[src/rtl/irq_arbiter.sv]
// irq_arbiter
//   Machine-level interrupt arbiter for three level-sensitive sources
//   (external, software, timer). Registers the pending bits, selects the
//   highest-priority enabled source (ext > sw > timer), and presents one
//   committed request to the core. The request is held until the core
//   acknowledges it. The arbiter then stays in the handler state until mret.
//
//   Parameter
//     VECTORED     1: target = aligned base + 4*code, 0: target = aligned base
//   Configuration macro
//     IRQ_EXT_SYNC_EN  when defined, ext_irq passes through a 2-flop
//                      synchronizer ahead of mip[2]
//   Ports
//     clk          clock, rising edge
//     rst_n        synchronous active-low reset
//     timer_irq    level timer interrupt
//     sw_irq       level software interrupt
//     ext_irq      level external interrupt (may be asynchronous)
//     mstatus_mie  global interrupt enable
//     mie[2:0]     per-source enable {ext, sw, timer}
//     mtvec_base   trap base address, bits [1:0] ignored
//     irq_ack      core accepts the presented request
//     mret         core returns from the handler
//     irq_req      interrupt request to the core
//     irq_cause    mcause value of the presented request
//     irq_target   handler PC of the presented request
//     mip[2:0]     registered pending bits {ext, sw, timer}
//     in_handler   high while a handler is active
//
//   state  | meaning
//   IDLE   | no request outstanding, evaluating mip & mie
//   REQ    | request committed and presented, waiting for irq_ack
//   ACTIVE | handler running, waiting for mret
module irq_arbiter #(
    parameter int VECTORED = 1
) (
    input  logic        clk,
    input  logic        rst_n,
    input  logic        timer_irq,
    input  logic        sw_irq,
    input  logic        ext_irq,
    input  logic        mstatus_mie,
    input  logic [2:0]  mie,
    input  logic [31:0] mtvec_base,
    input  logic        irq_ack,
    input  logic        mret,
    output logic        irq_req,
    output logic [31:0] irq_cause,
    output logic [31:0] irq_target,
    output logic [2:0]  mip,
    output logic        in_handler
);

    localparam logic [1:0] ST_IDLE   = 2'd0;
    localparam logic [1:0] ST_REQ    = 2'd1;
    localparam logic [1:0] ST_ACTIVE = 2'd2;

    localparam logic [3:0] CODE_EXT   = 4'd11;
    localparam logic [3:0] CODE_SW    = 4'd3;
    localparam logic [3:0] CODE_TIMER = 4'd7;

    logic [1:0]  state_q, state_d;
    logic [2:0]  mip_q;
    logic [31:0] cause_q, cause_d;
    logic [31:0] target_q, target_d;
    logic        ext_smp;

`ifdef IRQ_EXT_SYNC_EN
    logic ext_s1_q, ext_s2_q;

    always_ff @(posedge clk) begin
        if (!rst_n) begin
            ext_s1_q <= 1'b0;
            ext_s2_q <= 1'b0;
        end else begin
            ext_s1_q <= ext_irq;
            ext_s2_q <= ext_s1_q;
        end
    end

    assign ext_smp = ext_s2_q;
`else
    assign ext_smp = ext_irq;
`endif

    logic [2:0]  pending;
    logic [3:0]  code;
    logic [31:0] base_al;
    logic [31:0] target_new;
    logic        unused_base_lsb;

    assign pending         = mip_q & mie;
    assign base_al         = {mtvec_base[31:2], 2'b00};
    assign unused_base_lsb = ^mtvec_base[1:0];

    always_comb begin
        code = CODE_TIMER;
        if (pending[2]) begin
            code = CODE_EXT;
        end else if (pending[1]) begin
            code = CODE_SW;
        end
    end

    // 4*code is at most 44, so the add simply wraps at 32 bits.
    assign target_new = (VECTORED != 0) ? (base_al + {26'd0, code, 2'b00}) : base_al;

    always_comb begin
        state_d  = state_q;
        cause_d  = cause_q;
        target_d = target_q;
        case (state_q)
            ST_IDLE: begin
                if (mstatus_mie && (pending != 3'b000)) begin
                    state_d  = ST_REQ;
                    cause_d  = {1'b1, 27'd0, code};
                    target_d = target_new;
                end
            end
            // Once committed, the request ignores source and enable changes.
            ST_REQ: begin
                if (irq_ack) begin
                    state_d = ST_ACTIVE;
                end
            end
            ST_ACTIVE: begin
                if (mret) begin
                    state_d = ST_IDLE;
                end
            end
            default: state_d = ST_IDLE;
        endcase
    end

    always_ff @(posedge clk) begin
        if (!rst_n) begin
            state_q  <= ST_IDLE;
            mip_q    <= 3'b000;
            cause_q  <= 32'd0;
            target_q <= 32'd0;
        end else begin
            state_q  <= state_d;
            mip_q    <= {ext_smp, sw_irq, timer_irq};
            cause_q  <= cause_d;
            target_q <= target_d;
        end
    end

    assign irq_req    = (state_q == ST_REQ);
    assign in_handler = (state_q == ST_ACTIVE);
    assign irq_cause  = cause_q;
    assign irq_target = target_q;
    assign mip        = mip_q;

endmodule

[config.mk]
export PLATFORM = sky130hd
export DESIGN_NAME = irq_arbiter
export DESIGN_NICKNAME = d
export VERILOG_FILES = /design/src/rtl/irq_arbiter.sv
export SDC_FILE = /design/constraint.sdc
export NUM_CORES = 1
export LEC_CHECK = 0
export CORE_MARGIN = 10
export CORE_UTILIZATION = 40
export DETAILED_ROUTE_END_ITERATION = 8
export PLACE_DENSITY = 0.81
export SYNTH_ARGS = -nofsm -noshare
export SYNTH_HDL_FRONTEND = slang
export SYNTH_SLANG_ARGS = --single-unit
[constraint.sdc]
create_clock -name clk -period 2.7 [get_ports clk]
set_input_delay 0.54 -clock clk [delete_from_list [all_inputs] [get_ports clk]]
set_output_delay 0.54 -clock clk [all_outputs]
set_load 0.05 [all_outputs]
==> metrics.md <==
| Metric | Value |
|---|---|
| Outcome | finished clean |
| Global Route Usage Sum | 0.1373 |
| Crit Path Max Fanout | 4 |
| Clock Pin Slew Worst Setup and Hold Paths | around 0.070 ns |
| CP top delay family | simple AND/OR/NAND/NOR gates |
| Num CTS Buffers | 5 |
| Placed insts | between 400 and 500 |
| Pins Over Slew Limit | 0 |
| Achievable Freq | 410.7 MHz |
| GRT overflow | 0 |
| Critical Path Stages | 10 |
| Synth async-reset ratio | 0 |
| Drt total wl | about 6 mm |
| Max stage delay on crit path | between 0.4 and 0.5 ns |
| Post-Layout Cell Count | 420 |
| Final hold viol count | 0 |
| Tmin final | 2.435 ns |
| Initial Util | 0.4173 |
| Initial DRC Count | between 40 and 50 |
| Largest net degree at the start of global routing | 63 |
| CTS sink count | 38 |
| Post-synthesis cell area | 0.002158 mm2 |
| Clock latency at the later pin of the worst-skew pair | approximately 0.28 ns |
| DIE AREA | just under 0.009 mm2 |
| CP startpoint | mie[2] |
| Routability congestion estimate | approximately 0.85 |
| Hold Crit Class | reg -> reg |
| Initial antenna violation count | 0 |
| R2R Path Start | mip[2] |
| Least-Margin Pin Slew | about 0.54 ns |
| Port bufs | 80 |
| Kind of end point of the critical path | flip-flop |
| CP Launch Type | primary input |
| DIE WIDTH | around 93 um |
| DRT antenna net count | 0 |
| Number of enable flip-flop cells after synthesis | 0 |
| Cell Rows | 26 |
| Syn Area/Cell | slightly above 8 um2 |
| Worst Min Path Start | irq_target[6] |
| Core area | about 0.0052 mm2 |
| Detail Placement HPWL | between 4 and 5 mm |
| N_diodes | 0 |
| Worst Skew | around 0.0043 ns |
| Max-cap check violation count | 0 |
| Post-synthesis sequential area ratio | 0.3525 |
| CP max-delay cell | or4_1 |
| Worst IR Drop VDD | roughly 270 uV |
| Slew HR | 0.6377 |
| DRT Pass-1 Iters | 4 |
| Static Leak | around 0.0012 uW |
| Final worst-path cycle share | 0.9018 |
| Die H | 93.46 um |
| Syn Inst Count | ~260 |
| WHS Path Cells | 2 |
| CP bufs+invs | 2 |
| Power Density | 497.2 mW/mm2 |
| Cts hold-fix bufs | 0 |
| Area grow syn2layout | 42.38% |
| Htree depth | 2 |
| Fraction of layout cells with a size suffix above 1 | 0.06571 |
| Total number of vias | roughly 2,100 |
| Ys flop type | dfxtp_1 |
| CP Data Arrival Time | about 2.7 ns |
| CTS Buffer Depth | 2 |
| Critical Path RT | 2.91 ns |
| Crit path cell chain | clkdlybuf4s50_1 > and2_1 > a21oi_1 > ha_1 > buf_4 > o211ai_1 > nand2_1 > nand4_4 > or4_1 > a31oi_1 |
| Crit Path Category | in -> reg |
| Drt via density | a little under 5 |
| Post-layout util | 0.5941 |
| Synth Register Bits | 38 |
| Fin nets | 396 |
| RSZ-0062 raised after global routing | false |
| DR WL/cell | roughly 14 um |
| Unique masters post-synth | 37 |
| Yosys warns | 0 |
| Residual DRC | 0 |
| CTS root buf | clkbuf_8 |
| Post-CTS Setup Bufs | 0 |
| Vias in the first global route | around 2,000 |
| Reg2Reg Depth | 8 |
| Cts repair resizes | 0 |
| Fillcell total | between 400 and 500 |
| IO Pins | 112 |
| Global-route wire length before repair | roughly 10 mm |
| CTS tree | built |
| Setup violators final | 0 |
==> flip-flops by register name, indices dropped and copies added, names as in the netlist <==
signal,cells
mip,3
irq_target,30
irq_cause,3
state_q,2
==> report_power, final <==
| part | internal (uW) | total, uW | switching, uW |
|---|---|---|---|
| Sequential | 600 | 618 | 18.5 |
| Clock | 178 | 356 | 178 |
| Combinational | 187 | 554 | 367 |
| Total | 964 | 1530 | 563 |
==> cells in the mapped netlist, types with 4 or more instances <==
cell type,n,area share
dfxtp_1,38,0.35
o21ai_0,33,0.077
buf_4,31,0.11
a21oi_1,21,0.049
nor2_1,17,0.030
xnor2_1,12,0.049
inv_1,10,0.017
nand2_1,10,0.017
a31oi_1,9,0.026
clkbuf_1,8,0.014
or3_1,8,0.023
and2_1,6,0.017
nand3_1,6,0.014
xor2_1,6,0.024
a211oi_1,5,0.017
nand4_1,5,0.014
and3_1,4,0.012
mux2i_1,4,0.019
==> area by class of cell <==
type	count	area, um2	share of cell area
inverters	10	37.54	0.01221
clock buffers	7	76.32	0.02484
repair buffers	94	918.4	0.2989
flip-flops and latches	38	760.7	0.2476
multi-input cells	201	1192	0.3880
well taps	70	87.58	0.02850
==> cells by family after synthesis <==
| group | share of synthesized area |
|---|---|
| other | 0.001737 |
| adders and majority gates | 0.01739 |
| DFF | 0.3525 |
| buffers and inverters | 0.1490 |
| muxes | 0.01855 |
| xor gates and xnor gates | 0.07304 |
| and+or+nand+nor | 0.1768 |
| AOI/OAI and AO/OA | 0.2110 |
==> worst reg2reg max path, stage by stage (launching register included) <==
cell and delay (ns):
dfxtp_1 0.31, and2_1 0.16, buf_4 0.13, ha_1 0.34
o211ai_1 0.15, nand2_1 0.15, nand4_4 0.14, or4_1 0.48
a31oi_1 0.17
==> placed cells by master, fill, tap and decap left out, types with 2 or more instances in the layout <==
cell,instances
clkdlybuf4s50_1,80
dfxtp_1,38
o21ai_0,32
conb_1,29
a21oi_1,20
nor2_1,17
buf_4,13
xnor2_1,12
inv_1,10
nand2_1,10
a31oi_1,9
or3_1,8
and2_1,6
nand3_1,6
xor2_1,6
nand4_1,5
a211oi_1,5
clkbuf_8,5
and3_1,4
mux2i_1,4
nor2b_1,3
and4_1,3
ha_1,3
o211ai_1,2
o21a_1,2
or4_1,2
o31ai_1,2
clkbuf_1,2
==> metal layers <==
metal / up-vias / track usage / share of wire
li1: 1053 / - / -
met1: 925 / 0.1598 / 0.42
met2: 83 / 0.2181 / 0.46
met3: 6 / 0.06555 / 0.12
met4: 0 / 0.04113 / 0.0090
met5: - / 0 / 0
==> final timing paths <==
check | endpoint | slack (ns)
max reg2reg | irq_target[31] | 0.59
min reg2reg | irq_target[6] | 0.47
max | irq_target[31] | 0.27
min | irq_target[6] | 0.47
==> per-stage QoR <==
stage,worst slack (ns),TNS [ns],instance area (um2),power (uW),hold slack (ns)
after floorplan,0.3336,0,2263,1015,0.6342
after global routing,0.09935,0,3073,1614,0.5109
after global placement,-0.02952,-0.04298,2997,1176,0.4587
final,0.2653,0,3073,1528,0.4719
after detailed placement,-0.02805,-0.05096,2997,1183,0.4630
after CTS,0.2262,0,3073,1547,0.4721
(Power assumes the default switching activity.)
